## src/rtl/output_packer_pkg.sv

```systemverilog
// output_packer_pkg
//   Shared constants, types and helpers for the output_packer slice.
//   Contents:
//     DEF_*       default configuration of the packer
//     cnt_w()     counter width for a modulo-n counter (never below 1)
//     beat_t      one packed output beat in the default configuration
//     sat_clips() unsigned clip test, only when OUTPUT_PACKER_SATURATE_EN is defined
package output_packer_pkg;

   localparam int DEF_DATA_WIDTH = 18;
   localparam int DEF_OUT_WIDTH  = 16;
   localparam int DEF_PACK       = 4;
   localparam int DEF_LINE_LEN   = 64;
   localparam int DEF_NUM_LINES  = 64;

   // A modulo-1 counter still needs one bit so the port/flop is legal.
   function automatic int cnt_w(input int n);
      return (n > 1) ? $clog2(n) : 1;
   endfunction

   localparam int DEF_LANE_W = cnt_w(DEF_PACK);

   typedef struct packed {
      logic [DEF_OUT_WIDTH*DEF_PACK-1:0] data;
      logic [DEF_PACK-1:0]               keep;
      logic                              last;
      logic                              user;
   } beat_t;

`ifdef OUTPUT_PACKER_SATURATE_EN
   // True when the unsigned sample does not fit in ow bits.
   // Samples are zero-extended to 64 bits by the caller.
   function automatic logic sat_clips(input logic [63:0] d, input int ow);
      return (d >> ow) != 64'd0;
   endfunction
`endif

endpackage

```

## src/rtl/packer_lane_assembler.sv

```systemverilog
// packer_lane_assembler
//   Collects narrowed samples into PACK lanes and presents the beat that
//   would result if the current sample completed it.
//   Ports:
//     clk, rstn   clock, synchronous active-low reset
//     push        a sample is accepted this cycle
//     done        the accepted sample completes the beat (clears the lanes)
//     lane_in     narrowed sample
//     lane_cnt    index of the lane the next sample lands in
//     lane_full   lane_cnt == PACK-1
//     beat_data   stored lanes with lane_in merged at lane_cnt, upper lanes 0
//     beat_keep   lanes 0..lane_cnt set
module packer_lane_assembler
   import output_packer_pkg::*;
#(
   parameter int OUT_WIDTH = DEF_OUT_WIDTH,
   parameter int PACK      = DEF_PACK,
   localparam int LANE_W   = cnt_w(PACK)
) (
   input  logic                      clk,
   input  logic                      rstn,
   input  logic                      push,
   input  logic                      done,
   input  logic [OUT_WIDTH-1:0]      lane_in,
   output logic [LANE_W-1:0]         lane_cnt,
   output logic                      lane_full,
   output logic [OUT_WIDTH*PACK-1:0] beat_data,
   output logic [PACK-1:0]           beat_keep
);

   logic [OUT_WIDTH*PACK-1:0] lanes_q, lanes_d;
   logic [LANE_W-1:0]         lane_cnt_q, lane_cnt_d;

   // Lanes at or above lane_cnt are always zero, so the merged beat is the
   // stored lanes with the incoming sample dropped into its slot.
   always_comb begin
      beat_data = lanes_q;
      beat_keep = '0;
      for (int i = 0; i < PACK; i++) begin
         if (i == int'(lane_cnt_q)) beat_data[i*OUT_WIDTH +: OUT_WIDTH] = lane_in;
         beat_keep[i] = (i <= int'(lane_cnt_q));
      end

      lanes_d    = lanes_q;
      lane_cnt_d = lane_cnt_q;
      if (push && done) begin
         lanes_d    = '0;
         lane_cnt_d = '0;
      end else if (push) begin
         lanes_d    = beat_data;
         lane_cnt_d = lane_cnt_q + 1'b1;
      end
   end

   always_ff @(posedge clk) begin
      if (!rstn) begin
         lanes_q    <= '0;
         lane_cnt_q <= '0;
      end else begin
         lanes_q    <= lanes_d;
         lane_cnt_q <= lane_cnt_d;
      end
   end

   assign lane_cnt  = lane_cnt_q;
   assign lane_full = (int'(lane_cnt_q) == PACK - 1);

endmodule

```

## src/rtl/output_packer.sv

```systemverilog
// output_packer
//   Narrows the crossbar result stream to OUT_WIDTH, packs PACK samples per
//   beat and frames beats per line (tlast) and per frame (tuser).
//   Optional macro OUTPUT_PACKER_SATURATE_EN: clip instead of truncate and
//   expose a sticky sat_flag output.
//   Ports:
//     clk, rstn       clock, synchronous active-low reset
//     s_axis_*        sample input (tvalid/tdata/tready)
//     m_axis_*        packed beat output (tvalid/tdata/tkeep/tlast/tuser/tready)
//     frame_done      pulse the cycle after the last beat of a frame is taken
//     sat_flag        (macro only) some sample has been clipped since reset
module output_packer
   import output_packer_pkg::*;
#(
   parameter int DATA_WIDTH = DEF_DATA_WIDTH,
   parameter int OUT_WIDTH  = DEF_OUT_WIDTH,
   parameter int PACK       = DEF_PACK,
   parameter int LINE_LEN   = DEF_LINE_LEN,
   parameter int NUM_LINES  = DEF_NUM_LINES
) (
   input  logic                      clk,
   input  logic                      rstn,
   input  logic                      s_axis_tvalid,
   input  logic [DATA_WIDTH-1:0]     s_axis_tdata,
   output logic                      s_axis_tready,
   output logic                      m_axis_tvalid,
   output logic [OUT_WIDTH*PACK-1:0] m_axis_tdata,
   output logic [PACK-1:0]           m_axis_tkeep,
   output logic                      m_axis_tlast,
   output logic                      m_axis_tuser,
   input  logic                      m_axis_tready,
   output logic                      frame_done
`ifdef OUTPUT_PACKER_SATURATE_EN
   ,
   output logic                      sat_flag
`endif
);

   localparam int SAMP_W = cnt_w(LINE_LEN);
   localparam int LINE_W = cnt_w(NUM_LINES);
   localparam int LANE_W = cnt_w(PACK);

   logic [SAMP_W-1:0]         samp_cnt_q, samp_cnt_d;
   logic [LINE_W-1:0]         line_cnt_q, line_cnt_d;
   logic                      m_valid_q, m_valid_d;
   logic [OUT_WIDTH*PACK-1:0] m_data_q, m_data_d;
   logic [PACK-1:0]           m_keep_q, m_keep_d;
   logic                      m_last_q, m_last_d;
   logic                      m_user_q, m_user_d;
   logic                      frame_end_q, frame_end_d;   // loaded beat closes the frame
   logic                      frame_done_q, frame_done_d;

   logic [LANE_W-1:0]         lane_cnt;
   logic                      lane_full;
   logic [OUT_WIDTH*PACK-1:0] beat_data;
   logic [PACK-1:0]           beat_keep;
   logic [OUT_WIDTH-1:0]      lane_val;
   logic                      line_end, completing, accept;

   // Completion is a function of the counters only, so tready never depends
   // on s_axis_tvalid or on the sample value.
   assign line_end      = (int'(samp_cnt_q) == LINE_LEN - 1);
   assign completing    = lane_full || line_end;
   assign s_axis_tready = !completing || !m_valid_q || m_axis_tready;
   assign accept        = rstn && s_axis_tvalid && s_axis_tready;

`ifdef OUTPUT_PACKER_SATURATE_EN
   logic clip;
   logic sat_q, sat_d;
   assign clip     = sat_clips(64'(s_axis_tdata), OUT_WIDTH);
   assign lane_val = clip ? '1 : s_axis_tdata[OUT_WIDTH-1:0];
   assign sat_d    = sat_q || (accept && clip);
   assign sat_flag = sat_q;

   always_ff @(posedge clk) begin
      if (!rstn) sat_q <= 1'b0;
      else       sat_q <= sat_d;
   end
`else
   assign lane_val = s_axis_tdata[OUT_WIDTH-1:0];
   // Bits above OUT_WIDTH are intentionally dropped by truncation.
   if (DATA_WIDTH > OUT_WIDTH) begin : g_trunc
      logic unused_hi;
      assign unused_hi = ^s_axis_tdata[DATA_WIDTH-1:OUT_WIDTH];
   end
`endif

   packer_lane_assembler #(
      .OUT_WIDTH (OUT_WIDTH),
      .PACK      (PACK)
   ) u_asm (
      .clk       (clk),
      .rstn      (rstn),
      .push      (accept),
      .done      (completing),
      .lane_in   (lane_val),
      .lane_cnt  (lane_cnt),
      .lane_full (lane_full),
      .beat_data (beat_data),
      .beat_keep (beat_keep)
   );

   always_comb begin
      samp_cnt_d   = samp_cnt_q;
      line_cnt_d   = line_cnt_q;
      m_valid_d    = m_valid_q && !m_axis_tready;
      m_data_d     = m_data_q;
      m_keep_d     = m_keep_q;
      m_last_d     = m_last_q;
      m_user_d     = m_user_q;
      frame_end_d  = frame_end_q;
      frame_done_d = m_valid_q && m_axis_tready && frame_end_q;

      if (accept) begin
         if (line_end) begin
            samp_cnt_d = '0;
            line_cnt_d = (int'(line_cnt_q) == NUM_LINES - 1) ? '0 : line_cnt_q + 1'b1;
         end else begin
            samp_cnt_d = samp_cnt_q + 1'b1;
         end

         if (completing) begin
            m_valid_d   = 1'b1;
            m_data_d    = beat_data;
            m_keep_d    = beat_keep;
            m_last_d    = line_end;
            // Beats never straddle a line, so the beat's first sample sits at
            // samp_cnt - lane_cnt on the current line.
            m_user_d    = (line_cnt_q == '0) && (int'(samp_cnt_q) == int'(lane_cnt));
            frame_end_d = line_end && (int'(line_cnt_q) == NUM_LINES - 1);
         end
      end
   end

   always_ff @(posedge clk) begin
      if (!rstn) begin
         samp_cnt_q   <= '0;
         line_cnt_q   <= '0;
         m_valid_q    <= 1'b0;
         m_data_q     <= '0;
         m_keep_q     <= '0;
         m_last_q     <= 1'b0;
         m_user_q     <= 1'b0;
         frame_end_q  <= 1'b0;
         frame_done_q <= 1'b0;
      end else begin
         samp_cnt_q   <= samp_cnt_d;
         line_cnt_q   <= line_cnt_d;
         m_valid_q    <= m_valid_d;
         m_data_q     <= m_data_d;
         m_keep_q     <= m_keep_d;
         m_last_q     <= m_last_d;
         m_user_q     <= m_user_d;
         frame_end_q  <= frame_end_d;
         frame_done_q <= frame_done_d;
      end
   end

   assign m_axis_tvalid = m_valid_q;
   assign m_axis_tdata  = m_data_q;
   assign m_axis_tkeep  = m_keep_q;
   assign m_axis_tlast  = m_last_q;
   assign m_axis_tuser  = m_user_q;
   assign frame_done    = frame_done_q;

endmodule
```

## config.mk

```make
export PLATFORM = sky130hd
export DESIGN_NAME = output_packer
export DESIGN_NICKNAME = d
export VERILOG_FILES = /design/src/rtl/output_packer_pkg.sv /design/src/rtl/packer_lane_assembler.sv /design/src/rtl/output_packer.sv
export SDC_FILE = /design/constraint.sdc
export NUM_CORES = 1
export LEC_CHECK = 0
export ABC_AREA = 1
export CAP_MARGIN = 20
export CORE_ASPECT_RATIO = 1.2
export CORE_MARGIN = 2
export CORE_UTILIZATION = 28
export DETAILED_ROUTE_END_ITERATION = 7
export PLACE_DENSITY_LB_ADDON = 0.25
export SYNTH_ARGS = -nofsm -noshare
export SYNTH_HDL_FRONTEND = slang
export SYNTH_HIERARCHICAL = 1
export SYNTH_SLANG_ARGS = --single-unit
```

## constraint.sdc

```tcl
create_clock -name clk -period 2.5 [get_ports clk]
set_input_delay 0.25 -clock clk [delete_from_list [all_inputs] [get_ports clk]]
set_output_delay 0.25 -clock clk [all_outputs]
set_load 0.03 [all_outputs]
```

==> results.md, run 1 <==
* Worst path required time at around 2.9 ns
* Number of I/O pins at 95
* Multi-input gate area at 0.003387 sq mm
* Aggregate global-route resource usage at 15.14%
* Chip height at approximately 180 um
* Share of the synthesized area in the top cell type at 42.48%
* Routed vias/inst at 4.443
* VDD IR max at 0.3710 mV
* Core area at roughly 0.025 sq mm
* Worst-path cell with the longest stage delay: dfxtp_1
* Final net count at 1177
* Standard-cell rows at 63
* Sequential area share after synthesis at 42.48%
* Hold Buf Count CTS at 0
* Commonest non-fill, non-tap cell in the layout: nand2_1
* R2R Path Start: samp_cnt_q[1]
* Final Total Pwr at 5797 uW
* Fin crit share at 87.13%
* Initial antenna violation count at 0
* Clk buf depth at 2
* Number of cells produced by synthesis at 1075
* Buf/Inv on CP at 3
* Die Wd at around 150 um
* Iter 0 DRT Violations at 437
* # setup viols final at 0
* Switching Share at between 20% and 30%
* Pwr/cell area at 649.2 mW/mm^2
* CTS tree: done
* CP cell instances: ha_1, nand3_2, o21bai_4, nand2_2, nand2_1, clkinv_2, nand2_2, nand2_2, buf_12, nor2_1, nand2_1, inv_1
* Most frequent cells in the layout: nand2_1, dfxtp_1, nor2_1
* Wire per inst at 13.23 um
* Setup WS pre-CTS at around 0.33 ns
* Diode count at 0
* Status: finished clean
* CP Max Fanout at 31
* GRT Residual Overflow at 0
* Max Cap Viol at 0
* Postcts setup bufs at 0
* Final Hold Fails at 0
* Synthesis-to-layout area growth at 25.47%
* Fmax achieved at 0.4591 GHz
* Final Util at 35.96%
* Cell-internal power at 4359 uW
* Post-route cell area at 0.008930 sq mm
* CP Data Arrival Time at approximately 2.6 ns
* Logic gate share of total power at 8.9%
* Vias at 6589
* Worst slew pin tran at 0.5302 ns
* Leakage power at 0.003984 uW
* Syn nets at 1106
* Synth warnings at 6
* Fill cells at 2618
* Initial DRT Pass Iterations at 4
* Clock root buffer: clkbuf_16
* CP endpoint kind: flip-flop
* Share of post-route cells with drive strength above 1 at 9.758%
* Net Sw Power at roughly 1400 uW
* Final clock skew at 0.007363 ns
* Initial Util at approximately 29%
* Relative max-transition margin at 64.66%
* Synthesized area per cell at 6.620 sq um
* Seq pwr share at 43.4%
* Cts repair resizes at 0
* Setup CP Type: flip-flop to flip-flop
* Total Wirelength at 19620 um
* Fin Setup TNS at 0 ns
* Routed Antenna Nets at 0
* CP Launch Point: samp_cnt_q[1]
* Synth area leaders: dfxtp_1, nand2_1, nor2_1
* Clock sink total at 151
* CTS buffer count at 17
* Global-route wire length before repair at 31370 um
* Top cell type by total area after synthesis: dfxtp_1
* Largest net degree at the start of global routing at 124
* Placer Congestion at 0.7854
* CP delay by family, top: simple AND/OR/NAND/NOR gates
* Unrepaired setup endpoints after global routing: no
* CP dominant cell by count: nand2_2
* Worst min-delay path category: input port to flip-flop
* Startpoint Class: flip-flop
* Insertion delay of the later-clocked pin in the worst-skew pair at 0.43 ns
* Synthesized flop and latch total at 151
* Register area at between 0.003 and 0.004 sq mm
* CP max stage delay at 0.39 ns
* Htree depth at 4
* Clock power share at 47.8%
* HP Start: m_axis_tready
* Clk slew on worst S/H paths at 0.06 ns
* Post-route worst setup slack at ~0.32 ns
* Synth unique cells at 26
* Final Max Slew Viols at 0
* DRC viols at 0
* Area of the mapped netlist at ~0.0071 sq mm
* Vias in the first global route at approximately 6000
* Placed cell areas at 0.008293 sq mm
* Crit path time final at 2.178 ns
* DP HPWL at 13170 um
* Die area at around 0.027 sq mm
* # port buffers at 92
cells by family after synthesis:
kind of cell,after synthesis,share of synthesized area (%)
AOI/OAI and AO/OA,85,6.733
xor gates and xnor gates,4,0.4924
adders and majority gates,9,1.582
buffers and inverters,152,9.933
DFF,151,42.48
other,1,0.05269
and+or+nand+nor,673,38.73
stage by stage:
stage	instances	hold WS [ns]
after floorplan	1075	0.3885
after global placement	1452	0.4375
after detailed placement	1452	0.4331
after CTS	1483	0.3935
after global routing	1483	0.4049
final	1483	0.4105
state kept, by name, summed over array words and instances (netlist names), 2 cells and up:
| name | count |
|---|---|
| m_axis_tdata | 64 |
| u_asm/lanes_q | 64 |
| line_cnt_q | 6 |
| samp_cnt_q | 6 |
| m_axis_tkeep | 4 |
| u_asm/lane_cnt | 2 |
metal layers:
layer	GRT usage [%]	routed length, um	up-vias
li1	-	-	3446
met5	0	0	-
met1	18.56	9074	3014
met4	5.198	316	0
met3	2.890	646	21
met2	26.43	9584	108
cells in the mapped netlist (all sizes together):
library cell / count
nand4: 7
or2: 1
o21bai: 1
xor2: 2
conb: 1
xnor2: 2
buf: 50
nand2: 442
o211ai: 1
o21ai: 3
nand3: 76
clkbuf: 9
inv: 93
dfxtp: 151
nor2: 147
a21oi: 80
ha: 9
power groups by stage:
stage / registers [uW] / clock network (uW) / logic, uW
after floorplan: 2560 / 0 / 372
after global placement: 2560 / 0 / 512
after detailed placement: 2570 / 0 / 517
after CTS: 2510 / 2840 / 521
after global routing: 2520 / 2940 / 587
final: 2510 / 2770 / 513
path summary, 6_finish.rpt:
| path | endpoint | slack, ns | cells past startpoint |
|---|---|---|---|
| max | u_asm/lanes_q[31] | 0.32 | 12 |
| min | frame_done | 0.41 | 3 |
| max reg2reg | u_asm/lanes_q[31] | 0.32 | 12 |
| min reg2reg | frame_done | 0.44 | 2 |
tightest hold or removal path, stage by stage:
cell	delay, ns
clkdlybuf4s50_1	0.43
nand3_1	0.09
nor2_1	0.03
area by class of cell:
type                    instances  share of cell area (%)
multi-input cells             772                   37.93
flip-flops and latches        151                   33.85
repair buffers                111                   12.64
clock buffers                  18                   4.918
well taps                     325                   4.554
inverters                      93                   3.923
clock inverters                13                   2.186
No activity file was read; power rests on OpenSTA's default activity.
==> inputs of run 2 (changes only) <==
- REMOVE_ABC_BUFFERS: unset -> 1
==> results.md, run 2 (synthesis gave the netlist of run 1 again) <==
* Status: finished clean
* Routed vias/inst at 4.418
* Fmax achieved at 0.4196 GHz
* Register-to-register setup slack at 0.39 ns
* DRC viols at 0
* Fill cells at 2662
* Placed cell count at 1450
* Clk buf depth at 2
* Commonest non-fill, non-tap cell in the layout: nand2_1
* Share of post-route cells with drive strength above 1 at 9.680%
* Final net count at 1175
* Routed Antenna Nets at 0
* Buf/Inv on CP at 1
* Initial Util at about 29%
* Setup CP Type: flip-flop to primary output
* Worst slew pin tran at between 0.5 and 0.6 ns
* R2R Path Start: samp_cnt_q[1]
* Standard-cell rows at 63
* Aggregate global-route resource usage at 14.67%
* Worst path required time at about 2.3 ns
* CP max stage delay at between 0.6 and 0.7 ns
* Wire per inst at 12.84 um
* Core area at 0.02483 sq mm
* Clock root buffer: clkbuf_16
* Postcts setup bufs at 0
* Leakage power at 0.003983 uW
* Cts repair resizes at 0
* CP Max Fanout at 8
* HP Start: m_axis_tready
* Crit path time final at 2.383 ns
* Final Hold Fails at 0
* Most frequent cells in the layout: nand2_1, dfxtp_1, nor2_1
* Vias in the first global route at 6081
* GRT Residual Overflow at 0
* Placed cell areas at 0.008304 sq mm
* CP cell instances: ha_1, nand3_2, o21bai_4, nand2_2, clkdlybuf4s50_1
* Diode count at 0
* Reg2Reg Depth at 12
* Max Cap Viol at 0
* Number of I/O pins at 95
* Initial antenna violation count at 0
* Reg2Reg Capture Point: u_asm/lanes_q[27]
* Synthesis-to-layout area growth at 25.46%
* Chip height at ~180 um
* CP delay by family, top: buffers and inverters
* Worst hold path depth at 3
* Cell Count, Final, Fillers Out at 1482
* Clk slew on worst S/H paths at 0.06 ns
* Worst-path cell with the longest stage delay: clkdlybuf4s50_1
* Htree depth at 4
* DP HPWL at between 10000 and 15000 um
* CTS tree: done
* # port buffers at 92
* Startpoint Class: flip-flop
* CP endpoint kind: primary output
* # setup viols final at 0
* Clock sink total at approximately 150
* Pwr/cell area at about 640 mW/mm^2
* Final Util at ~36%
* Hold Buf Count CTS at 0
* CP Data Arrival Time at 2.13 ns
* Post-route cell area at roughly 0.009 sq mm
* Worst Hold Slack at 0.4204 ns
* Largest net degree at the start of global routing at 86
* Die Wd at between 100 and 150 um
* Die area at 0.02671 sq mm
* Total Wirelength at around 19000 um
* Iter 0 DRT Violations at approximately 430
* Fin crit share at 95.33%
* CTS buffer count at 17
* Insertion delay of the later-clocked pin in the worst-skew pair at between 0.4 and 0.5 ns
* Worst min-delay path category: input port to flip-flop
* Vias at between 6000 and 7000
* Initial DRT Pass Iterations at 6
* Final clock skew at 0.01083 ns
* Relative max-transition margin at about three fifths
* Placer Congestion at slightly above 0.8
* Global-route wire length before repair at slightly above 30000 um
* Unrepaired setup endpoints after global routing: no
* Final Max Slew Viols at 0
* Worst Hold End: frame_done
* VDD IR max at 0.3290 mV
[run 2: power by group]
| group | switching, uW | internal [uW] |
|---|---|---|
| sequential | 37.1 | 2480 |
| clock | 1070 | 1640 |
| combinational | 328 | 178 |
[run 2: how the worst max path moves through the flow]
stage | start | to | slack, ns | cells past startpoint
floorplan | u_asm/lane_cnt[0] | u_asm/lanes_q[10] | -2.13 | 10
global placement | m_axis_tready | u_asm/lanes_q[34] | 0.24 | 13
detailed placement | m_axis_tready | u_asm/lanes_q[27] | 0.24 | 13
CTS | samp_cnt_q[1] | s_axis_tready | 0.10 | 5
global route | samp_cnt_q[1] | s_axis_tready | 0.009 | 5
finish | samp_cnt_q[1] | s_axis_tready | 0.12 | 5
[run 2: cell type report]
| cell class | instances | area [sq um] | share of cell area [%] |
|---|---|---|---|
| Clock buffer | 19 | 452.9 | 5.073 |
| Clock inverter | 13 | 171.4 | 1.920 |
| Inverter | 93 | 351.6 | 3.938 |
| Multi-Input combinational cell | 772 | 3400 | 38.07 |
| Sequential cell | 151 | 3023 | 33.86 |
| Tap cell | 325 | 406.6 | 4.554 |
| Timing Repair Buffer | 109 | 1124 | 12.58 |
[run 2: layer usage]
metal	GRT usage [%]	part of all wire [%]	vias to the layer above
li1	-	-	3428
met1	18.90	48	2972
met2	24.66	47	124
met3	3.043	4.1	23
met4	4.286	1.4	0
met5	0	0	-
[run 2: per-stage QoR]
stage / setup WS (ns) / setup TNS (ns) / power [uW]
detailed placement: 0.2404 / 0 / 3076
floorplan: -2.126 / -189.84 / 2906
global route: 0.009391 / 0 / 5987
CTS: 0.1029 / 0 / 5817
finish: 0.1167 / 0 / 5725
global placement: 0.2382 / 0 / 3070
[run 2: worst reg2reg max path: cells and delay by family, from the launching register on]
family	cells	cell delay, ns
simple gates	7	0.88
flops	1	0.41
buf+inv	3	0.36
fa+ha+maj	1	0.23
compound gates	1	0.18
==> inputs of run 3 (changes only) <==
- CORE_UTILIZATION: 28 -> 55
==> results.md, run 3 (synthesis gave the netlist of run 1 again) <==
* Status: finished clean
* Fin crit share at 90.22%
* CTS tree: done
* CP cell instances: ha_1, nand3_2, o21bai_4, nand2_2, nand2_1, inv_4, nand2_2, nand2_2, buf_12, nor2_1, nand2_1, inv_1
* CP Data Arrival Time at 2.62 ns
* DP HPWL at 9590 um
* Worst Hold Slack at 0.4278 ns
* CP Launch Point: samp_cnt_q[0]
* Chip height at 128.6 um
* HP Start: m_axis_tready
* Worst Hold End: frame_done
* Commonest non-fill, non-tap cell in the layout: nand2_1
* Leakage power at 0.003952 uW
* Unrepaired setup endpoints after global routing: no
* Iter 0 DRT Violations at roughly 420
* Vias in the first global route at 5985
* Number of I/O pins at 95
* Insertion delay of the later-clocked pin in the worst-skew pair at 0.42 ns
* Aggregate global-route resource usage at 24.01%
* CP delay by family, top: simple AND/OR/NAND/NOR gates
* Clk slew on worst S/H paths at ~0.060 ns
* Fin Setup TNS at 0 ns
* Routed vias/inst at just over 5
* CP Max Fanout at 66
* Hold Buf Count CTS at 0
* Pwr/cell area at 651.0 mW/mm^2
* Placer Congestion at 0.8023
* Post-route cell area at 0.008663 sq mm
* Reg2Reg Capture Point: u_asm/lanes_q[27]
* CTS buffer count at 17
* CP dominant cell by count: nand2_2
* R2R Path Start: samp_cnt_q[0]
* CP max stage delay at 0.40 ns
* GRT Residual Overflow at 0
* Postcts setup bufs at 0
* Die area at 0.01387 sq mm
* Initial Util at 56.18%
* DRC viols at 0
* Global-route wire length before repair at 27090 um
* Worst min-delay path category: input port to flip-flop
* Clock power share at 46.6%
* Clock root buffer: clkbuf_16
* Core area at 0.01267 sq mm
* Largest net degree at the start of global routing at 80
* Final Hold Fails at 0
* Share of post-route cells with drive strength above 1 at between 9 and 10%
* Cts repair resizes at 0
* Initial antenna violation count at 0
* Worst hold path depth at 3
* Register-to-register setup slack at 0.24 ns
* Crit path time final at between 2 and 2.5 ns
* Cell-internal power at 4319 uW
* Die Wd at 107.8 um
* Logic gate share of total power at 8.8%
* Startpoint Class: flip-flop
* Most frequent cells in the layout: nand2_1, dfxtp_1, nor2_1
* # port buffers at between 90 and 100
* Final clock skew at around 0.0082 ns
* Routed Antenna Nets at 0
* # setup viols final at 0
* Post-route worst setup slack at 0.2445 ns
* Final net count at 1170
* Buf/Inv on CP at 3
* Vias at 6626
* VDD IR max at just over 0.4 mV
* Total Wirelength at 16270 um
* Worst path required time at about 2.9 ns
* Fmax achieved at approximately 0.44 GHz
* Diode count at 0
* Clock sink total at 151
* Reg2Reg Depth at 12
* CP endpoint kind: flip-flop
* Setup WS pre-CTS at 0.2372 ns
* Net Sw Power at 1322 uW
* Htree depth at 4
* Wire per inst at between 10 and 15 um
* Switching Share at a little under a quarter
* Setup CP Type: flip-flop to flip-flop
* Seq pwr share at 44.6%
* Placed cell areas at 0.008053 sq mm
* Worst-path cell with the longest stage delay: dfxtp_1
* Standard-cell rows at 45
* Clk buf depth at 2
* Max Cap Viol at 0
* Final Max Slew Viols at 0
* Synthesis-to-layout area growth at 21.73%
* Initial DRT Pass Iterations at 5
-- run 3: worst max path at each step --
stage | to | cells after the start | slack (ns)
floorplan | u_asm/lanes_q[10] | 10 | -2.13
global placement | u_asm/lanes_q[32] | 13 | 0.25
detailed placement | u_asm/lanes_q[44] | 13 | 0.24
CTS | s_axis_tready | 5 | 0.06
global route | u_asm/lanes_q[50] | 11 | 0.09
finish | u_asm/lanes_q[27] | 12 | 0.24
-- run 3: stage by stage --
stage / cells / utilization (%) / total power [uW]
after floorplan: 1016 / - / 2906
after global placement: 1284 / 63.57 / 3042
after detailed placement: 1284 / 63.57 / 3051
after CTS: 1315 / 68.37 / 5666
after global routing: 1315 / 68.39 / 5847
final: 1315 / 68.39 / 5640
-- run 3: layout make-up --
| cell class | instances | area, sq um |
|---|---|---|
| Clock buffer | 23 | 488.0 |
| Clock inverter | 8 | 120.1 |
| Fill cell | 1115 | 4005 |
| Inverter | 93 | 351.6 |
| Multi-Input combinational cell | 772 | 3387 |
| Sequential cell | 151 | 3023 |
| Tap cell | 164 | 205.2 |
| Timing Repair Buffer | 104 | 1089 |
-- run 3: worst reg2reg max path, stage by stage (launching register included) --
cell      delay (ns)
dfxtp_1         0.40
ha_1            0.23
nand3_2         0.14
o21bai_4        0.21
nand2_2         0.16
nand2_1         0.29
inv_4           0.09
nand2_2         0.07
nand2_2         0.06
buf_12          0.21
nor2_1          0.21
nand2_1         0.08
inv_1           0.05
-- run 3: layer usage --
metal | GRT usage, % | up-vias | share of wire, %
met3 | 4.154 | 20 | 4.1
met4 | 7.240 | 0 | 1.3
li1 | - | 3415 | -
met1 | 30.01 | 3047 | 45
met2 | 42.25 | 144 | 50
met5 | 0 | - | 0
-- run 3: power by group through the flow --
stage               combinational, uW  clock (uW)  sequential, uW
CTS                               492        2660            2520
global placement                  477           0            2570
global route                      566        2760            2520
floorplan                         344           0            2560
detailed placement                483           0            2570
finish                            494        2630            2520
